File: src/rtl/dice_game_pkg.sv
// Shared definitions for the dice race: colour codes, FSM state encoding, colour-to-steps map.
// Latency: none (types, constants and pure functions only).
// Backpressure: not applicable; nothing here carries flow control.
package dice_game_pkg;

    // Colour codes produced by the colour detector and consumed by the game logic
    localparam logic [1:0] COLOR_NONE  = 2'b00;
    localparam logic [1:0] COLOR_RED   = 2'b01;
    localparam logic [1:0] COLOR_GREEN = 2'b10;
    localparam logic [1:0] COLOR_BLUE  = 2'b11;

    // Encoding is exported on fsm_state, so the values are fixed
    typedef enum logic [2:0] {
        ST_IDLE       = 3'd0,
        ST_WAIT_CLEAR = 3'd1,
        ST_WAIT_ROLL  = 3'd2,
        ST_MOVING     = 3'd3,
        ST_CHECK_WIN  = 3'd4,
        ST_SWITCH     = 3'd5,
        ST_GAME_OVER  = 3'd6
    } game_state_t;

    // Step count for a detected colour; NONE maps to zero squares
    function automatic int unsigned color_to_steps(
        input logic [1:0]  color,
        input int unsigned steps_red,
        input int unsigned steps_green,
        input int unsigned steps_blue
    );
        int unsigned steps;
        case (color)
            COLOR_RED:   steps = steps_red;
            COLOR_GREEN: steps = steps_green;
            COLOR_BLUE:  steps = steps_blue;
            default:     steps = 0;
        endcase
        return steps;
    endfunction

    // Largest of three step counts, used to size the steps-remaining register
    function automatic int unsigned max3(
        input int unsigned a,
        input int unsigned b,
        input int unsigned c
    );
        int unsigned m;
        m = a;
        if (b > m) m = b;
        if (c > m) m = c;
        return m;
    endfunction

endpackage

File: src/rtl/dice_turn_fsm_move_ticker.sv
// Animation-rate divider: counts MOVE_TICKS cycles while enabled and flags the last one.
// Latency: tick is high on the MOVE_TICKS-th enabled cycle after a clear (combinational from the count).
// Backpressure: none; clr has priority over en and holds the count at zero.
module move_ticker #(
    parameter int MOVE_TICKS = 25_000_000
) (
    input  logic clk,
    input  logic reset,
    input  logic clr,
    input  logic en,
    output logic tick
);

    localparam int              CNT_W    = (MOVE_TICKS > 1) ? $clog2(MOVE_TICKS) : 1;
    localparam logic [CNT_W-1:0] CNT_LAST = CNT_W'(MOVE_TICKS - 1);

    logic [CNT_W-1:0] cnt_q;
    logic [CNT_W-1:0] cnt_d;
    logic             at_last;

    assign at_last = (cnt_q == CNT_LAST);

    // Next count: clear wins, otherwise wrap to zero after the last cycle of a period
    always_comb begin
        cnt_d = cnt_q;
        if (clr) begin
            cnt_d = '0;
        end else if (en) begin
            cnt_d = at_last ? '0 : cnt_q + CNT_W'(1);
        end
    end

    // Counter register with synchronous reset
    always_ff @(posedge clk) begin
        if (reset) begin
            cnt_q <= '0;
        end else begin
            cnt_q <= cnt_d;
        end
    end

    assign tick = en && !clr && at_last;

endmodule

File: src/rtl/dice_turn_fsm.sv
// Two-player dice race: turns each detected die colour into token steps, one square per animation tick.
// Latency: all outputs registered; first square moves MOVE_TICKS cycles after a roll is accepted.
// Backpressure: rolls are only accepted in WAIT_ROLL; a white board must be seen before each roll.
module dice_turn_fsm
    import dice_game_pkg::*;
#(
    parameter  int BOARD_LEN   = 20,
    parameter  int STEPS_RED   = 1,
    parameter  int STEPS_GREEN = 2,
    parameter  int STEPS_BLUE  = 3,
    parameter  int MOVE_TICKS  = 25_000_000,
    localparam int POS_W       = $clog2(BOARD_LEN)
) (
    input  logic             clk,
    input  logic             reset,
    input  logic [1:0]       stable_color,
    input  logic             result_ready,
    input  logic             current_state_white,
    input  logic             start_btn,
    output logic [POS_W-1:0] p0_pos,
    output logic [POS_W-1:0] p1_pos,
    output logic             cur_player,
    output logic [2:0]       fsm_state,
    output logic             move_done,
    output logic             winner_valid,
    output logic             winner_id
);

    localparam int unsigned      STEP_MAX = max3(STEPS_RED, STEPS_GREEN, STEPS_BLUE);
    localparam int               STEP_W   = (STEP_MAX > 1) ? $clog2(STEP_MAX + 1) : 1;
    localparam logic [POS_W-1:0] GOAL     = POS_W'(BOARD_LEN - 1);

    game_state_t       state_q, state_d;
    logic [POS_W-1:0]  p0_pos_q, p0_pos_d;
    logic [POS_W-1:0]  p1_pos_q, p1_pos_d;
    logic              cur_player_q, cur_player_d;
    logic [STEP_W-1:0] steps_left_q, steps_left_d;
    logic              move_done_q, move_done_d;
    logic              winner_valid_q, winner_valid_d;
    logic              winner_id_q, winner_id_d;

    logic              tick;
    logic              ticker_clr;
    logic              ticker_en;
    logic              roll_ok;
    logic              new_game;
    logic [POS_W-1:0]  mover_pos;
    logic              mover_at_goal;
    logic [POS_W-1:0]  mover_next_pos;
    logic              last_step;

    // A roll counts only with a real colour; NONE results are dropped
    assign roll_ok  = result_ready && (stable_color != COLOR_NONE);
    assign new_game = start_btn && ((state_q == ST_IDLE) || (state_q == ST_GAME_OVER));

    // Position of the player currently moving, and its clamped successor
    assign mover_pos      = cur_player_q ? p1_pos_q : p0_pos_q;
    assign mover_at_goal  = (mover_pos == GOAL);
    assign mover_next_pos = mover_at_goal ? mover_pos : mover_pos + POS_W'(1);

    // The movement ends when this tick uses the last step or lands on the goal square
    assign last_step = (steps_left_q <= STEP_W'(1)) || (mover_next_pos == GOAL);

    assign ticker_en = (state_q == ST_MOVING);

    move_ticker #(
        .MOVE_TICKS (MOVE_TICKS)
    ) u_move_ticker (
        .clk   (clk),
        .reset (reset),
        .clr   (ticker_clr),
        .en    (ticker_en),
        .tick  (tick)
    );

    // State register
    always_ff @(posedge clk) begin
        if (reset) begin
            state_q <= ST_IDLE;
        end else begin
            state_q <= state_d;
        end
    end

    // Next-state logic for the turn sequence
    always_comb begin
        state_d = state_q;
        case (state_q)
            ST_IDLE: begin
                if (start_btn) state_d = ST_WAIT_CLEAR;
            end
            ST_WAIT_CLEAR: begin
                if (current_state_white) state_d = ST_WAIT_ROLL;
            end
            ST_WAIT_ROLL: begin
                if (roll_ok) state_d = ST_MOVING;
            end
            ST_MOVING: begin
                if (tick && last_step) state_d = ST_CHECK_WIN;
            end
            ST_CHECK_WIN: begin
                state_d = mover_at_goal ? ST_GAME_OVER : ST_SWITCH;
            end
            ST_SWITCH: begin
                state_d = ST_WAIT_CLEAR;
            end
            ST_GAME_OVER: begin
                if (start_btn) state_d = ST_WAIT_CLEAR;
            end
            default: begin
                state_d = ST_IDLE;
            end
        endcase
    end

    // Datapath and registered-output next values, driven by the current state
    always_comb begin
        p0_pos_d       = p0_pos_q;
        p1_pos_d       = p1_pos_q;
        cur_player_d   = cur_player_q;
        steps_left_d   = steps_left_q;
        winner_id_d    = winner_id_q;
        ticker_clr     = 1'b0;
        move_done_d    = (state_d == ST_CHECK_WIN);
        winner_valid_d = (state_d == ST_GAME_OVER);

        if (new_game) begin
            p0_pos_d     = '0;
            p1_pos_d     = '0;
            cur_player_d = 1'b0;
            steps_left_d = '0;
            winner_id_d  = 1'b0;
        end

        case (state_q)
            ST_WAIT_ROLL: begin
                if (roll_ok) begin
                    steps_left_d = STEP_W'(color_to_steps(stable_color, STEPS_RED,
                                                          STEPS_GREEN, STEPS_BLUE));
                    ticker_clr   = 1'b1;
                end
            end
            ST_MOVING: begin
                if (tick) begin
                    if (cur_player_q) begin
                        p1_pos_d = mover_next_pos;
                    end else begin
                        p0_pos_d = mover_next_pos;
                    end
                    // Steps left over after reaching the goal are discarded
                    steps_left_d = last_step ? '0 : steps_left_q - STEP_W'(1);
                end
            end
            ST_CHECK_WIN: begin
                if (mover_at_goal) winner_id_d = cur_player_q;
            end
            ST_SWITCH: begin
                cur_player_d = ~cur_player_q;
            end
            default: begin
            end
        endcase
    end

    // Datapath and output registers; reset drops any movement in progress
    always_ff @(posedge clk) begin
        if (reset) begin
            p0_pos_q       <= '0;
            p1_pos_q       <= '0;
            cur_player_q   <= 1'b0;
            steps_left_q   <= '0;
            move_done_q    <= 1'b0;
            winner_valid_q <= 1'b0;
            winner_id_q    <= 1'b0;
        end else begin
            p0_pos_q       <= p0_pos_d;
            p1_pos_q       <= p1_pos_d;
            cur_player_q   <= cur_player_d;
            steps_left_q   <= steps_left_d;
            move_done_q    <= move_done_d;
            winner_valid_q <= winner_valid_d;
            winner_id_q    <= winner_id_d;
        end
    end

    assign p0_pos       = p0_pos_q;
    assign p1_pos       = p1_pos_q;
    assign cur_player   = cur_player_q;
    assign fsm_state    = state_q;
    assign move_done    = move_done_q;
    assign winner_valid = winner_valid_q;
    assign winner_id    = winner_id_q;

endmodule

File: config.mk
export PLATFORM = sky130hd
export DESIGN_NAME = dice_turn_fsm
export DESIGN_NICKNAME = d
export VERILOG_FILES = /design/src/rtl/dice_game_pkg.sv /design/src/rtl/dice_turn_fsm_move_ticker.sv /design/src/rtl/dice_turn_fsm.sv
export SDC_FILE = /design/constraint.sdc
export NUM_CORES = 1
export LEC_CHECK = 0
export CAP_MARGIN = 20
export CORE_ASPECT_RATIO = 0.75
export CORE_MARGIN = 5
export CORE_UTILIZATION = 30
export DETAILED_ROUTE_END_ITERATION = 16
export HOLD_SLACK_MARGIN = 0.03
export PLACE_DENSITY = 0.49
export SETUP_SLACK_MARGIN = 0.5
export SKIP_LAST_GASP = 1
export SLEW_MARGIN = 20
export SYNTH_ARGS = -nofsm -noshare
export SYNTH_HDL_FRONTEND = slang
export SYNTH_HIERARCHICAL = 1
export SYNTH_SLANG_ARGS = --single-unit
export TNS_END_PERCENT = 10
File: constraint.sdc
create_clock -name clk -period 3.9 [get_ports clk]
set_input_delay 0.78 -clock clk [delete_from_list [all_inputs] [get_ports clk]]
set_output_delay 0.78 -clock clk [all_outputs]
set_load 0.1 [all_outputs]
==> impl_metrics.yaml, run 1 <==
finish:
  drive_gt1_share_pct: 12.30
  final_cell_area_um2: 2873
  final_cells: 414
  diodes: 0
  fin_nets: 318
  area_delta_synth_final_pct: 16.67
worst_setup_path:
  crit_type: "register to register"
  worst-path-max-fanout: 15
  cp_data_arrival_time_ps: 3320
  cp.required_ps: 4090
  startpoint_type: "register"
  end_kind: "register"
cts:
  cts_root_buffer: "clkbuf_8"
  cts_hold_buffers: 0
  cts_buffers: 5
  cts_buffer_depth: 2
  cts.clk_slew.worst_paths_ps: 80
  cts_tree: "done"
  postCtsSetupBuffers: 0
  insertion_delay_ps: 290
  ctsHtreeMaxLevel: 2
  clkSinkCount: 44
  cts_resized: 0
synthesis:
  netlist_instances: 288
  netlist_area_um2: 2462
  synth_edf_count: 0
  synth_common_cells: "44 x dfxtp_1, 34 x nor2_1, 21 x a21oi_1, 17 x nand2_1, 15 x nand3_1"
  synth_nets: 298
  netlist.area_leader.share_pct: 35.77
  ys_types: 60
  ys_ff_latch: 44
  ys_seq_area_share_pct: 35.77
  dominantRegCellSynth: "dfxtp_1"
  synthArstFlopShare_pct: 0
  yosysTopAreaCell: "dfxtp_1"
  synth_area_leaders: "dfxtp_1 36%, nor2_1 5.2%, xnor2_1 4.6%"
  ys_warn_count: 6
  syn_area_per_cell_um2: 8.550
  yosysMostFrequentCell: "dfxtp_1"
global_route:
  grt_first_pass_wirelength_um: 9936
  grt_pass1_vias: 1917
  grt_usage_pct: 12.33
  grt_max_degree: 26
  grt_antenna_before_repair: 0
  overflow: 0
route:
  routed_wl_um: 6004
  vias: 2165
  dr.first_iter.drc_count: 123
  drcViolationCount: 0
  via_per_inst: 5.229
  postRouteAntennaNets: 0
  wl_per_cell_um: 14.50
  first_pass_iters: 4
sta:
  fmax_mhz: 319.9
  grt_setup_unrepaired: "no"
  tightest_slew_ps: 976.4
  setup_viol: 0
  setup_slack_ps: 773.9
  final.period_utilization_pct: 80.16
  finalHoldViolCount: 0
  min_period_ps: 3126
  fin_setup_tns_ps: 0
  drv_slew: 0
  clock-skew-final_ps: 5.654
  relSlewSlack_pct: 34.71
power_and_ir_drop:
  p_leak_nw: 0.9181
  swShare_pct: 25.74
  power_density_nw_per_um2: 289.5
  ir_worst_vdd_v: 0.0001250
  power_frac_clock_pct: 35.9
  p_comb_share_pct: 8.6
  switchingPower_mw: 0.2141
  p_seq_share_pct: 55.5
  internal_power_mw: 0.6176
placed_design:
  io_buffers: 23
  post-dp-hpwl_um: 4398
  dp_cells: 406
  gp_routability_congestion: 0.8028
  place_ws_ps: 583.3
  postPlaceCellArea_um2: 2771
die:
  die_h_um: 88.46
  die_x_um: 114.6
  num_rows: 28
  dieArea_um2: 10140
  initial_utilization_pct: 30.96
  core_area_um2: 7953
  boundaryPins: 24
run_status:
  outcome: "finished, final reports clean"
worst_hold_path:
  hp-class: "register to register"
job:
  drv_cap: 0
[per-layer routing]
metal / vias to the layer above / wire (µm) / part of all wire, % / track usage, %
met5: - / 0 / 0 / 0
met2: 36 / 2203 / 37 / 15.95
met4: 0 / 62 / 1.0 / 3.452
met3: 5 / 214 / 3.6 / 2.802
met1: 1025 / 3523 / 59 / 19.70
li1: 1099 / - / - / -
[worst paths after layout]
kind / slack (ps) / cells after the start / start / to
max: 770 / 11 / fsm_state[1] / p1_pos[4]
min: 470 / 2 / winner_id / winner_id
min reg2reg: 470 / 2 / winner_id / winner_id
max reg2reg: 770 / 11 / fsm_state[1] / p1_pos[4]
[worst max-delay path: stages, from the launching register on]
cell     delay, ps
dfxtp_4        440
nor2b_1        180
nand2_1        100
inv_1          220
nand3_2        200
or4_4          610
nor3_2         260
and4b_2        330
nand2_2        130
mux2_1         330
a32oi_1        150
nor2_1          50
[final cells by class]
type	instances	area, µm²
clock inverters	2	10.01
multi-input cells	224	1485
repair buffers	26	250.2
inverters	7	26.28
flip-flops and latches	44	887.1
fillers	809	5080
clock buffers	6	82.58
well taps	105	131.4
[sequential cells by signal (all words and copies together), names as in the netlist, 2 cells and up]
name and flops:
fsm_state 3, p0_pos 5, p1_pos 5, steps_left_q 2, u_move_ticker/cnt_q 25
[through the flow]
| step | hold slack (ps) | util (%) | total power, mW |
|---|---|---|---|
| 2_1_floorplan | 451.3 | - | 0.5232 |
| 3_3_place_gp | 458.7 | 34.85 | 0.5431 |
| 3_5_place_dp | 462.9 | 34.85 | 0.5430 |
| 4_1_cts | 474.5 | 36.01 | 0.8474 |
| 5_1_grt | 495.5 | 36.12 | 0.8738 |
| 6_report | 472.3 | 36.12 | 0.8317 |
[power groups by stage]
stage	clock [mW]	sequential [mW]	combinational [mW]
floorplan	0	0.482	0.0410
global placement	0	0.472	0.0712
detailed placement	0	0.472	0.0709
CTS	0.315	0.461	0.0713
global route	0.335	0.462	0.0766
finish	0.299	0.462	0.0714
[kinds of logic (layout without fill, tap and decap cells)]
group | Yosys count | after routing | synth area share [%]
xor+xnor | 16 | 16 | 5.691
compound gates | 57 | 57 | 15.96
simple gates | 140 | 140 | 32.93
mux | 8 | 8 | 3.963
fa+ha+maj | 3 | 3 | 1.525
flops | 44 | 44 | 35.77
buf+inv | 20 | 41 | 4.167
[cells in the final DEF (no fill, tap or decap), drive strengths merged, types with 6 or more instances in the layout]
master,instances
or3,8
nand2,18
nor3,11
nor2,34
a21oi,21
nand4,9
inv,7
xnor2,13
clkbuf,6
nand3b,6
nand3,18
clkdlybuf4s50,22
o21ai,14
dfxtp,44
nor4,6
(Power assumes the default switching activity.)
==> run 2: changes to the inputs <==
--- a/config.mk
+++ b/config.mk
@@ -11,7 +11,7 @@
 export CORE_UTILIZATION = 30
 export DETAILED_ROUTE_END_ITERATION = 16
 export HOLD_SLACK_MARGIN = 0.03
-export PLACE_DENSITY = 0.49
+export PLACE_DENSITY = 0.51
 export SETUP_SLACK_MARGIN = 0.5
 export SKIP_LAST_GASP = 1
 export SLEW_MARGIN = 20
==> constraint.sdc (replaced) <==
create_clock -name clk -period 2.55 [get_ports clk]
set_input_delay 0.51 -clock clk [delete_from_list [all_inputs] [get_ports clk]]
set_output_delay 0.51 -clock clk [all_outputs]
set_load 0.1 [all_outputs]
==> run 2 against run 1 <==
  * Combinational power grew 100%
  * Count of clock-buffer cells in the layout rose by 1
  * Global-route usage grew 1.4 points
  * Highest routed layer unchanged
  * Fmax up 29%
  * Worst setup slack got worse by 640 ps
  * Register-to-register slack got worse by 640 ps
  * Critical path type unchanged
  * Sequential cell count stayed put
  * Final cell count up 7.5%
==> impl_metrics.yaml, run 2 (same netlist as run 1, synthesis figures left out) <==
sta:
  grt_setup_unrepaired: "yes"
  finalHoldViolCount: 0
  setup_viol: 0
  min_period_ps: 2420
  tightest_slew_ps: 690.2
  final.period_utilization_pct: 94.91
  clock-skew-final_ps: 6.508
  drv_slew: 0
  fin_setup_tns_ps: 0
  relSlewSlack_pct: 53.56
  fmax_mhz: 413.2
die:
  dieArea_um2: 10140
  num_rows: 28
  die_x_um: 114.6
  initial_utilization_pct: 30.96
  core_area_um2: 7953
  boundaryPins: 24
  die_h_um: 88.46
finish:
  fin_nets: 349
  area_delta_synth_final_pct: 28.61
  largest_register: "u_move_ticker/cnt_q"
  final_common_cell: "buf_4"
  multi_input_area_um2: 1539
  final_cell_mix: "50 x buf_4, 37 x dfxtp_1, 32 x nor2_1, 21 x a21oi_1, 16 x nand2_1"
  num-fill-cells: 828
  largest_register_ff_count: 25
  seqCellArea_um2: 897.1
  diodes: 0
  drive_gt1_share_pct: 28.82
placed_design:
  io_buffers: 23
  post-dp-hpwl_um: 4839
  gp_routability_congestion: 0.8253
cts:
  cts_hold_buffers: 0
  cts_root_buffer: "clkbuf_8"
  cts_tree: "done"
  cts_buffers: 5
  insertion_delay_ps: 300
  cts_buffer_depth: 2
  clkSinkCount: 44
  cts.clk_slew.worst_paths_ps: 90
  ctsHtreeMaxLevel: 2
route:
  postRouteAntennaNets: 0
  drcViolationCount: 0
  wl_per_cell_um: 14.48
  dr.first_iter.drc_count: 103
  first_pass_iters: 4
  vias: 2286
  via_per_inst: 5.137
  routed_wl_um: 6442
worst_setup_path:
  cp.required_ps: 2740
  end_kind: "register"
  worst-path-max-fanout: 6
  r2r_cells: 8
  cp_data_arrival_time_ps: 2610
  crit_type: "register to register"
  startpoint_type: "register"
global_route:
  grt_antenna_before_repair: 0
  grt_max_degree: 20
  grt_first_pass_wirelength_um: 11100
  grt_pass1_vias: 2148
  grt_usage_pct: 13.68
  overflow: 0
worst_hold_path:
  hp-class: "register to register"
  whs_path_depth: 2
job:
  drv_cap: 0
run_status:
  outcome: "finished, final reports clean"
power_and_ir_drop:
  power_density_nw_per_um2: 454.4
  ir_worst_vdd_v: 0.0002511
  p_total_mw: 1.439
  p_leak_nw: 1.143
[run 2: cell types whose count changed in the layout (fill, tap and decap cells not counted), sizes merged]
cell,delta
buf,+47
bufinv,+1
clkbuf,+1
clkdlybuf4s50,-16
clkinv,-2
[run 2: worst max-delay path, stage by stage, from the launching register on]
cell and delay, ps:
dfxtp_1 330, or4_1 500, or4_4 450, nor3_4 130, buf_4 130, nand4b_1 220, buf_4 260, a32oi_1 220
o2bb2ai_1 70
[run 2: what timing repair did]
item                       CTS  global route
setup buffers                3             0
pin swaps                    6             5
gates resized for setup      6             4
setup endpoints to repair   39            36
[run 2: routing by layer]
| layer | share of wire, % | GRT usage, % |
|---|---|---|
| met2 | 41 | 19.18 |
| met5 | 0 | 0 |
| met3 | 3.6 | 2.256 |
| met1 | 55 | 21.47 |
| met4 | 0.70 | 3.236 |
[run 2: area by class of cell]
class                      instances  area share, %
tap                              105          4.149
inverter                           7         0.8297
timing repair buffer              57          14.11
sequential                        44          28.33
multi-input combinational        224          48.60
clock inverter                     1         0.9482
clock buffer                       7          3.042
[run 2: power by group]
| group | switching [mW] | internal [mW] | total [mW] | leakage [nW] |
|---|---|---|---|---|
| combinational | 0.0915 | 0.0529 | 0.144 | 0.719 |
| sequential | 0.00298 | 0.690 | 0.693 | 0.359 |
| clock | 0.255 | 0.346 | 0.602 | 0.0645 |
[run 2: metrics by stage]
| step | instance area, µm² | hold slack (ps) | setup slack, ps | instances | utilization (%) |
|---|---|---|---|---|---|
| global placement | 2992 | 460.8 | 62.60 | 434 | 37.62 |
| CTS | 3156 | 484.3 | 69.64 | 445 | 39.68 |
| global route | 3167 | 504.3 | 40.88 | 445 | 39.82 |
| floorplan | 2540 | 451.3 | -152.6 | 288 | - |
| detailed placement | 2992 | 471.7 | -2.208 | 434 | 37.62 |
| finish | 3167 | 484.7 | 129.9 | 445 | 39.82 |
[run 2: path summary, 6_finish.rpt]
kind	start	to	slack [ps]
setup / recovery	u_move_ticker/cnt_q[23]	steps_left_q[0]	130
hold / removal	winner_id	winner_id	480
setup reg to reg	u_move_ticker/cnt_q[23]	steps_left_q[0]	130
hold reg to reg	winner_id	winner_id	480
==> run 3: changes to the inputs <==
--- a/config.mk
+++ b/config.mk
@@ -11,7 +11,7 @@
 export CORE_UTILIZATION = 30
 export DETAILED_ROUTE_END_ITERATION = 16
 export HOLD_SLACK_MARGIN = 0.03
-export PLACE_DENSITY = 0.51
+export PLACE_DENSITY = 0.49
 export SETUP_SLACK_MARGIN = 0.5
 export SKIP_LAST_GASP = 1
 export SLEW_MARGIN = 20
==> constraint.sdc (replaced) <==
create_clock -name clk -period 2.5 [get_ports clk]
set_input_delay 0.5 -clock clk [delete_from_list [all_inputs] [get_ports clk]]
set_output_delay 0.5 -clock clk [all_outputs]
set_load 0.1 [all_outputs]
==> run 3 against run 2 <==
  * Utilization up 0.079 points
  * Clock power fell by 12%
  * Die area stayed put
  * Combinational power is 6% higher
  * Final cell count unchanged
  * Non-clock buffer count unchanged
  * Worst setup slack worse by 20 ps
  * Sequential share of layout area decreased by 0.095 points
==> impl_metrics.yaml, run 3 (same netlist as run 1, synthesis figures left out) <==
cts:
  cts_buffer_depth: 2
  cts_root_buffer: "clkbuf_8"
  cts_tree: "done"
  cts.clk_slew.worst_paths_ps: 90
  cts_hold_buffers: 0
  ctsHtreeMaxLevel: 2
  insertion_delay_ps: 300
  cts_buffers: 5
  clkSinkCount: 44
power_and_ir_drop:
  p_total_mw: 1.386
  p_leak_nw: 1.140
  ir_worst_vdd_v: 0.0002214
  power_density_nw_per_um2: 436.9
route:
  postRouteAntennaNets: 0
  m1WireLength_um: 3538
  met3_length_um: 260
  routed_wl_um: 6339
  via_per_inst: 5.049
  first_pass_iters: 4
  dr.first_iter.drc_count: 131
  vias: 2247
  met2_length_um: 2511
  wl_per_cell_um: 14.24
  drcViolationCount: 0
  maxUsedRoutingLayer: "met4"
sta:
  drv_slew: 0
  fmax_mhz: 418.5
  setup_viol: 0
  clock-skew-final_ps: 10.15
  finalHoldViolCount: 0
  tightest_slew_ps: 650.4
  min_period_ps: 2390
  grt_setup_unrepaired: "yes"
  hold_ws_ps: 471.5
  relSlewSlack_pct: 56.24
  final.period_utilization_pct: 95.59
worst_setup_path:
  cp.required_ps: 2690
  startpoint_type: "register"
  worst-path-max-fanout: 4
  reg2reg_slack_ps: 110
  end_kind: "register"
  cp_data_arrival_time_ps: 2580
  crit_type: "register to register"
global_route:
  overflow: 0
  grt_max_degree: 26
  grt_usage_pct: 13.23
  grt_antenna_before_repair: 0
  grt_first_pass_wirelength_um: 10720
  grt_pass1_vias: 2056
finish:
  final_cell_mix: "48 x buf_4, 38 x dfxtp_1, 33 x nor2_1, 21 x a21oi_1, 16 x nand2_1"
  largest_register_ff_count: 25
  diodes: 0
  largest_register: "u_move_ticker/cnt_q"
  final_common_cell: "buf_4"
  fin_nets: 349
  drive_gt1_share_pct: 28.24
  area_delta_synth_final_pct: 28.86
die:
  initial_utilization_pct: 30.96
  boundaryPins: 24
  core_area_um2: 7953
  num_rows: 28
  die_h_um: 88.46
  die_x_um: 114.6
  dieArea_um2: 10140
placed_design:
  post-dp-hpwl_um: 4734
  io_buffers: 23
  gp_routability_congestion: 0.8402
worst_hold_path:
  hp-class: "register to register"
job:
  drv_cap: 0
run_status:
  outcome: "finished, final reports clean"
==> run 3: through the flow <==
| step | worst slack, ps | instance area, µm² | std cells | util, % | TNS, ps |
|---|---|---|---|---|---|
| detailed placement | -3.096 | 2989 | 432 | 37.59 | -3.096 |
| CTS | 105.1 | 3138 | 443 | 39.46 | 0 |
| global placement | 37.42 | 2989 | 432 | 37.59 | 0 |
| floorplan | -202.6 | 2540 | 288 | - | -770.5 |
| global route | -22.28 | 3173 | 445 | 39.90 | -27.79 |
| finish | 110.3 | 3173 | 445 | 39.90 | 0 |
==> run 3: power breakdown <==
part	switching [mW]	internal [mW]
Combinational	0.0931	0.0590
Sequential	0.00291	0.704
Clock	0.266	0.261
==> run 3: critical path: stages (launching register included) <==
cell and delay [ps]:
dfxtp_1 320, or4_1 520, or4_4 450, nor3_4 130, and4b_2 320, nand2_4 70
mux2_4 300, a32oi_2 140, nor2_1 50
==> run 3: final timing paths <==
path                    end                     from  depth (start not counted)
setup / recovery  p1_pos[4]  u_move_ticker/cnt_q[17]                          8
hold / removal    winner_id                winner_id                          2
setup reg to reg  p1_pos[4]  u_move_ticker/cnt_q[17]                          8
hold reg to reg   winner_id                winner_id                          2
==> run 3: cell type report <==
class | instances | area [µm²]
inverters | 7 | 26.28
flip-flops and latches | 44 | 895.9
repair buffers | 57 | 462.9
fillers | 797 | 4780
clock buffers | 6 | 93.84
multi-input cells | 224 | 1545
well taps | 105 | 131.4
clock inverters | 2 | 17.52
==> run 3: what timing repair did <==
item | in CTS | in global routing
endpoints found under the setup margin | 41 | 41
pin swaps | 5 | 6
gates resized for setup | 5 | 5
buffers inserted | 3 | 2
==> run 3: metal layers <==
layer | up-vias | global-route usage [%]
met2 | 34 | 17.86
met4 | 0 | 3.236
met3 | 2 | 3.213
met1 | 1051 | 20.64
met5 | - | 0
li1 | 1160 | -
